`src/rtl/unpacked_array_deser.sv`:
```
// Serial-to-parallel receiver.
// Framed single-bit input is collected LSB first into an unpacked array
// p [M]. Each completed M-bit word is presented on a valid/ready output.
// Sticky flags report dropped words (overflow) and early start-of-frame
// (resync). err_clr clears both flags; a new error event in the same cycle
// wins over the clear.
module unpacked_array_deser #(
    parameter int M = 2
) (
    input  logic         clock,
    input  logic         reset_n,
    input  logic         d,
    input  logic         d_valid,
    input  logic         sof,
    output logic [M-1:0] q,
    output logic         q_valid,
    input  logic         q_ready,
    output logic         ovf_err,
    output logic         sync_err,
    input  logic         err_clr
);

    // Bit counter: number of bits already stored in the current word.
    localparam int                 CNT_W = $clog2(M);
    localparam logic [CNT_W-1:0]   LAST  = CNT_W'(M - 1);
    localparam logic [CNT_W-1:0]   ONE   = CNT_W'(1);

    typedef enum logic {
        IDLE,
        COLLECT
    } state_t;

    state_t             state_q, state_d;
    logic [CNT_W-1:0]   cnt_q, cnt_d;
    logic               p_q [M];
    logic               p_d [M];
    logic [M-1:0]       word_q, word_d;
    logic               valid_q, valid_d;
    logic               ovf_q, ovf_d;
    logic               sync_q, sync_d;

    // Completed word is the stored bits plus the bit arriving this cycle.
    logic [M-1:0]       full_word;
    logic               out_free;

    // Packs the stored bits and the in-flight last bit into the output word.
    always_comb begin
        for (int i = 0; i < M - 1; i++) begin
            full_word[i] = p_q[i];
        end
        full_word[M-1] = d;
    end

    // The output slot can take a new word if empty or being drained now.
    assign out_free = !valid_q || q_ready;

    // Next-state, datapath and flag update for the receive FSM.
    always_comb begin
        // NOTE: every variable gets a default before any branch so that no
        // path leaves it unassigned; otherwise synthesis infers a latch.
        state_d = state_q;
        cnt_d   = cnt_q;
        p_d     = p_q;
        word_d  = word_q;
        valid_d = valid_q;
        // Clear is applied first so that any error event below overrides it.
        ovf_d   = err_clr ? 1'b0 : ovf_q;
        sync_d  = err_clr ? 1'b0 : sync_q;

        // Consumer drains the current word; a completion below may refill it.
        if (valid_q && q_ready) begin
            valid_d = 1'b0;
        end

        unique case (state_q)
            IDLE: begin
                // Bits outside a frame are silently ignored.
                if (d_valid && sof) begin
                    p_d[0]  = d;
                    cnt_d   = ONE;
                    state_d = COLLECT;
                end
            end

            COLLECT: begin
                if (d_valid) begin
                    if (sof) begin
                        // Early start-of-frame: drop the partial word and restart.
                        p_d[0] = d;
                        cnt_d  = ONE;
                        sync_d = 1'b1;
                    end else begin
                        p_d[cnt_q] = d;
                        if (cnt_q == LAST) begin
                            state_d = IDLE;
                            cnt_d   = '0;
                            if (out_free) begin
                                word_d  = full_word;
                                valid_d = 1'b1;
                            end else begin
                                ovf_d = 1'b1;
                            end
                        end else begin
                            cnt_d = cnt_q + ONE;
                        end
                    end
                end
            end

            default: begin
                state_d = IDLE;
                cnt_d   = '0;
            end
        endcase
    end

    // State, storage array and output registers.
    always_ff @(posedge clock or negedge reset_n) begin
        if (!reset_n) begin
            state_q <= IDLE;
            cnt_q   <= '0;
            // NOTE: the bit array is small and reset is required to clear a
            // partial word, so it is reset like any other flop; large RAMs
            // would normally be left unreset.
            for (int i = 0; i < M; i++) begin
                p_q[i] <= 1'b0;
            end
            word_q  <= '0;
            valid_q <= 1'b0;
            ovf_q   <= 1'b0;
            sync_q  <= 1'b0;
        end else begin
            // NOTE: non-blocking assignments make every flop update from the
            // pre-edge values, independent of statement order.
            state_q <= state_d;
            cnt_q   <= cnt_d;
            p_q     <= p_d;
            word_q  <= word_d;
            valid_q <= valid_d;
            ovf_q   <= ovf_d;
            sync_q  <= sync_d;
        end
    end

    assign q        = word_q;
    assign q_valid  = valid_q;
    assign ovf_err  = ovf_q;
    assign sync_err = sync_q;

endmodule

```
`config.mk`:
```
export PLATFORM = sky130hd
export DESIGN_NAME = unpacked_array_deser
export DESIGN_NICKNAME = d
export VERILOG_FILES = /design/src/rtl/unpacked_array_deser.sv
export SDC_FILE = /design/constraint.sdc
export NUM_CORES = 1
export LEC_CHECK = 0
export ABC_AREA = 1
export CAP_MARGIN = 20
export CORE_AREA = 5 5 42 44
export CTS_CLUSTER_DIAMETER = 200
export DETAILED_ROUTE_END_ITERATION = 12
export DIE_AREA = 0 0 47 49
export PLACE_DENSITY = 0.57
export SETUP_SLACK_MARGIN = 0.4
export SLEW_MARGIN = 0
export SYNTH_ARGS = -nofsm -noshare
export SYNTH_HDL_FRONTEND = slang
export SYNTH_SLANG_ARGS = --single-unit
```
`constraint.sdc`:
```
create_clock -name clock -period 1.1 [get_ports clock]
set_input_delay 0.11 -clock clock [delete_from_list [all_inputs] [get_ports clock]]
set_output_delay 0.11 -clock clock [all_outputs]
set_load 0.01 [all_outputs]
```
==> flow_metrics.tcl, run 1 <==
set metrics [dict create \
    max_clock_skew_ns 0.00261 \
    clkTransAtPathRegs_ns 0.05 \
    max_freq_ghz 1.13 \
    worstSetupStartpoint "state_q$_DFF_PN0_" \
    type_of_the_worst_min_delay_path "in2async" \
    arrival_ns 1.03 \
    data_required_critical_path_ns 1.24 \
    die_width_um 47 \
    syn_nets 48 \
    synth.distinct_cells 12 \
    layout.nets 65 \
    grt_start_max_net_pins 9 \
    initialDrtViolationCount 5 \
    run_status "complete, no violations" \
    worst_ir_drop_vdd_mv 1.03 \
    syn_area_um2 352 \
    end_of_flow_core_utilization_pct 37.1 \
    fillers 155 \
    fin_tns_setup_ns 0 \
    cts_sinks 8 \
    fin_worst_hold_slack_ns 0.138 \
    cts_made_buffers 3 \
    grtUsageTotal_pct 7.33 \
    regToRegEndpoint "full_word[0]$_DFFE_PN0P_" \
    area_taken_by_multi_input_logic_gates_um2 154 \
    insertion_delay_ns 0.25 \
    p_per_area_mw_per_mm2 2110 \
    rr_startpoint "state_q$_DFF_PN0_" \
    final-max-slew-violation-count 0 \
    cp_max_fo 4 \
    post-route-worst-setup-slack_ns 0.212 \
    place_ws_ns -0.0285 \
    fp-row-count 14 \
    grt_first_pass_wirelength_mm 1.18 \
    antenna_diode_instance_count 0 \
    drt-vias-per-instance 4.06 \
    drcViolationCount 0 \
    finalSetupViolations 0 \
    yosysSeqAreaShare_pct 56.9 \
    io_buffer_count 11 \
    leakage_nw 0.272 \
    period_minus_slack_ns 0.888 \
    ff2ff_setup_slack_ns 0.21 \
    dr_total_vias 292 \
    timing.final.crit_share_pct 80.8 \
    drive_gt1_share_pct 37.5 \
    number_of_global_route_vias_before_repair 284 \
    first_pass_iters 4 \
    grt_antenna_before_repair 0 \
    die_h_um 49 \
    hold_violations 0 \
    io_pins 12 \
    h-tree-depth 1 \
    max-slew-margin-rel_pct 75.4 \
    placed_area_um2 492 \
    grt_setup_unrepaired "true" \
    cts_tree "yes" \
    ff2ff_path_depth 6 \
    dp_hpwl_um 530 \
    max_cap_viol_count 0 \
    post_synth_inst_count 41 \
    register_area_um2 200 \
    commonest_cells_after_routing_fill_and_taps_aside "9 x sky130_fd_sc_hd__nand2_1, 8 x sky130_fd_sc_hd__dfrtp_1, 5 x sky130_fd_sc_hd__nand2_2, 5 x sky130_fd_sc_hd__clkdlybuf4s50_1" \
    critical_setup_path_kind "reg2reg" \
    routabilityCongestion 0.753 \
    syn2layout_area_growth_pct 47.7 \
    clockBufferDepth 2 \
    final_area_um2 519 \
    yosys_warnings 0 \
    critical_path.endpoint_type "flop" \
    synth.avg_cell_area_um2 8.58 \
    worst_slew_pin_slew_ns 0.368 \
    overflow 0 \
    wl_per_cell_um 9.53 \
    postSynthRegisterBits 8 \
    postRouteAntennaNets 0 \
    timing.critical_path.from_type "flop" \
    layout_commonest_cell "sky130_fd_sc_hd__nand2_1" \
    cts.root.buffer_cell "sky130_fd_sc_hd__clkbuf_4" \
    dieArea_mm2 0.00230 \
    fp.coreArea_mm2 0.00140 \
    initial_core_util_pct 25.1 \
    route.final.wire_length_um 686 \
]
[worst max-delay path by stage]
stage | endpoint | slack (ns) | depth (start not counted)
after CTS | q_valid | 0.21 | 1
final | full_word[0]$_DFFE_PN0P_ | 0.21 | 6
after floorplan | full_word[0]$_DFFE_PN0P_ | 0.28 | 6
after global routing | full_word[0]$_DFFE_PN0P_ | 0.13 | 6
after detailed placement | q[0]$_DFFE_PN0P_ | -0.03 | 6
after global placement | q[0]$_DFFE_PN0P_ | -0.02 | 6
[final cells by class]
| type | instances | area share (%) |
|---|---|---|
| well taps | 16 | 3.86 |
| clock buffers | 3 | 4.34 |
| flip-flops and latches | 8 | 38.6 |
| inverters | 6 | 4.82 |
| repair buffers | 12 | 18.8 |
| multi-input cells | 27 | 29.6 |
[metal layers]
layer	track usage [%]	share of wire [%]
met1	9.98	49
met2	9.05	40
met3	5.90	11
met4	1.38	0
met5	0	0
[cells in the mapped netlist (all sizes together)]
cell | count | area [um^2]
nand2 | 15 | 63.8
o21ai | 2 | 13.8
nor2 | 3 | 13.8
inv | 6 | 22.5
o211ai | 1 | 7.51
nand3 | 5 | 25.0
dfrtp | 8 | 200
a21oi | 1 | 5.00
[power breakdown]
part | internal, mW | total (mW) | switching, mW
sequential | 0.400 | 0.472 | 0.0717
combinational | 0.183 | 0.403 | 0.220
clock | 0.125 | 0.220 | 0.0955
[timing repair]
| action | 4_1_cts | 5_1_grt |
|---|---|---|
| pin swaps | 3 | 4 |
| endpoints found under the setup margin | 12 | 13 |
| buffers inserted | 0 | 1 |
| gates resized for setup | 24 | 4 |
| hold buffers | 0 | 0 |
| hold endpoints to repair | 0 | 0 |
[per-stage QoR]
stage	total power, mW	cells
4_1_cts	1.05	71
3_3_place_gp	0.849	68
5_1_grt	1.20	72
6_report	1.09	72
3_5_place_dp	0.853	68
2_1_floorplan	0.675	41
[kinds of logic (layout without fill, tap and decap cells)]
kind of cell / after synthesis / after routing / synth area share, %
AO/OA/AOI/OAI: 4 / 4 / 7.47
buffers and inverters: 6 / 21 / 6.41
flip-flops: 8 / 8 / 56.9
AND/OR/NAND/NOR: 23 / 23 / 29.2
[state kept, by name, indices dropped and copies added (netlist names)]
signal	cells
cnt_q	1
full_word	1
ovf_err	1
q	2
q_valid	1
state_q	1
sync_err	1
[critical path, cell delays in order (launching register included)]
cell	delay, ns
sky130_fd_sc_hd__dfrtp_1	0.40
sky130_fd_sc_hd__nand2_2	0.13
sky130_fd_sc_hd__inv_4	0.06
sky130_fd_sc_hd__nand2_4	0.06
sky130_fd_sc_hd__nand2_2	0.04
sky130_fd_sc_hd__nand2_1	0.05
sky130_fd_sc_hd__nand2_1	0.04
Power figures use the tool's default switching activity.
==> inputs of run 2 (changes only) <==
clock period = 0.84 ns   (was 1.1 ns; I/O delays follow)
==> run 2 against run 1 <==
Global-route usage up 0.57 points. Combinational power grew 53%. Sequential cell count did not move. Final area increased by 7.7%. Maximum frequency shrank 2.0%. Die area unchanged. Sequential power rose by 31%. First-iteration DRC count down 20%. Register-to-register slack worse by 0.28 ns. Largest power group unchanged. Clock skew shrank 0.0021 ns. The flow now finishes with violations (negative setup slack). Count of clock-buffer cells in the layout did not move.
==> flow_metrics.tcl, run 2 (synthesis results as in run 1) <==
set metrics [dict create \
    run_status "complete, but fails checks" \
    violations "negative setup slack" \
    ff2ff_setup_slack_ns -0.07 \
    drt-vias-per-instance 4.32 \
    ctsHoldBuffers 0 \
    grt_start_max_net_pins 9 \
    timing.critical_path.from_type "flop" \
    number_of_global_route_vias_before_repair 330 \
    layout.nets 69 \
    fraction_of_power_consumed_by_the_clock_network_pct 19.7 \
    placed_area_um2 522 \
    fin_total_pwr_mw 1.54 \
    worst_slew_pin_slew_ns 0.220 \
    io_pins 12 \
    post-route-worst-setup-slack_ns -0.0667 \
    highest_cell_delay_on_the_worst_timing_path_ns 0.40 \
    power_switching_uw 543 \
    cp_max_fo 4 \
    critical-path-slowest-cell "sky130_fd_sc_hd__dfrtp_1" \
    max_clock_skew_ns 0.000544 \
    cellInternalPower_uw 993 \
    finalSetupViolations 11 \
    route.final.wire_length_um 792 \
    clockBufferDepth 2 \
    placed_cells 72 \
    die_width_um 47 \
    io_buffer_count 11 \
    dp_hpwl_um 597 \
    dieArea_mm2 0.00230 \
    data_required_critical_path_ns 0.99 \
    wl_per_cell_um 10.4 \
    regToRegEndpoint "full_word[0]$_DFFE_PN0P_" \
    critical_path.cell_chain "nand2_2, inv_4, nand2_4, nand2_2, nand2_1, nand2_1" \
    first_pass_iters 2 \
    critical_path.endpoint_type "flop" \
    cts_made_buffers 3 \
    cts.root.buffer_cell "sky130_fd_sc_hd__clkbuf_4" \
    crit_buf_inv 1 \
    fp.coreArea_mm2 0.00140 \
    sw_frac_of_total_pct 35.4 \
    insertion_delay_ns 0.26 \
    power.share.combinational_pct 40.0 \
    leakage_nw 0.306 \
    antenna_diode_instance_count 0 \
    initialDrtViolationCount 4 \
    routabilityCongestion 0.778 \
    drcViolationCount 0 \
    max-slew-margin-rel_pct 85.3 \
    overflow 0 \
    commonest_cells_after_routing_fill_and_taps_aside "10 x sky130_fd_sc_hd__nand2_1, 8 x sky130_fd_sc_hd__dfrtp_1, 5 x sky130_fd_sc_hd__clkdlybuf4s50_1" \
    grt_antenna_before_repair 0 \
    final-max-slew-violation-count 0 \
    critical_setup_path_kind "reg2reg" \
    seq_power_share_pct 40.2 \
    type_of_the_worst_min_delay_path "in2async" \
    postRouteAntennaNets 0 \
    syn2layout_area_growth_pct 59.1 \
    final_cell_count_no_fill 76 \
    die_h_um 49 \
    cts_sinks 8 \
    rr_startpoint "state_q$_DFF_PN0_" \
    end_of_flow_core_utilization_pct 39.9 \
    worst_ir_drop_vdd_mv 0.987 \
    max_freq_ghz 1.10 \
    ff2ff_path_depth 6 \
    grt_first_pass_wirelength_mm 1.28 \
    dr_total_vias 328 \
    final_area_um2 559 \
    grt_setup_unrepaired "true" \
    place_ws_ns -0.276 \
    fp-row-count 14 \
    h-tree-depth 1 \
    drive_gt1_share_pct 40.0 \
    layout_commonest_cell "sky130_fd_sc_hd__nand2_1" \
    period_minus_slack_ns 0.907 \
    cell_family_with_most_cp_delay "flip-flops" \
    arrival_ns 1.05 \
    max_cap_viol_count 0 \
    largest_register_ff_count 2 \
    timing.final.crit_share_pct 108 \
    grtUsageTotal_pct 7.89 \
    p_per_area_mw_per_mm2 2750 \
    initial_core_util_pct 25.1 \
    clkTransAtPathRegs_ns 0.06 \
    cts_tree "yes" \
    fillers 150 \
    hold_violations 0 \
]
## run 2: changes by cell type in the layout (fill, tap and decap cells not counted), sizes merged
cell,delta
buf,+4
dlygate4sd2,-1
dlymetal6s2s,+1
## run 2: worst register-to-register path, stage by stage (launching register included)
cell,delay [ns]
sky130_fd_sc_hd__dfrtp_1,0.40
sky130_fd_sc_hd__nand2_2,0.13
sky130_fd_sc_hd__inv_4,0.06
sky130_fd_sc_hd__nand2_4,0.06
sky130_fd_sc_hd__nand2_2,0.04
sky130_fd_sc_hd__nand2_1,0.06
sky130_fd_sc_hd__nand2_1,0.04
## run 2: how the worst max path moves through the flow
stage | end | depth (start not counted) | start | slack (ns)
after floorplan | full_word[0]$_DFFE_PN0P_ | 6 | state_q$_DFF_PN0_ | 0.02
after global placement | q[1]$_DFFE_PN0P_ | 6 | sof | -0.26
after detailed placement | q[1]$_DFFE_PN0P_ | 6 | sof | -0.28
after CTS | full_word[0]$_DFFE_PN0P_ | 6 | state_q$_DFF_PN0_ | -0.04
after global routing | full_word[0]$_DFFE_PN0P_ | 6 | state_q$_DFF_PN0_ | -0.12
final | full_word[0]$_DFFE_PN0P_ | 6 | state_q$_DFF_PN0_ | -0.07
## run 2: per-stage QoR
| stage | hold WS, ns | TNS, ns |
|---|---|---|
| 2_1_floorplan | -0.212 | 0 |
| 4_1_cts | 0.108 | -0.242 |
| 6_report | 0.108 | -0.275 |
| 3_5_place_dp | 0.387 | -2.28 |
| 5_1_grt | 0.116 | -0.767 |
| 3_3_place_gp | 0.377 | -2.10 |
## run 2: area by class of cell
class / instances / area, um^2 / share of cell area (%)
Timing Repair Buffer: 16 / 135 / 24.2
Inverter: 6 / 25.0 / 4.47
Tap cell: 16 / 20.0 / 3.58
Clock buffer: 3 / 22.5 / 4.03
Sequential cell: 8 / 200 / 35.8
Multi-Input combinational cell: 27 / 156 / 28.0
## run 2: per-layer routing
metal | GRT usage, % | part of all wire (%) | wire, um | vias to the layer above
li1 | - | - | - | 167
met1 | 9.98 | 46 | 365 | 146
met2 | 10.9 | 41 | 324 | 13
met3 | 2.58 | 11 | 86 | 2
met4 | 5.53 | 1.9 | 15 | 0
met5 | 0 | 0 | 0 | -
## run 2: power by group through the flow
stage	registers [mW]	clock network (mW)	logic, mW
after floorplan	0.638	0	0.246
after global placement	0.605	0	0.559
after detailed placement	0.612	0	0.568
after CTS	0.607	0.314	0.522
after global routing	0.638	0.335	0.688
final	0.618	0.303	0.615
## run 2: repair_timing
item | 4_1_cts | 5_1_grt
setup endpoints to repair | 13 | 13
gates resized for setup | 22 | 7
pin swaps | 2 | 3
buffers inserted | 0 | 1
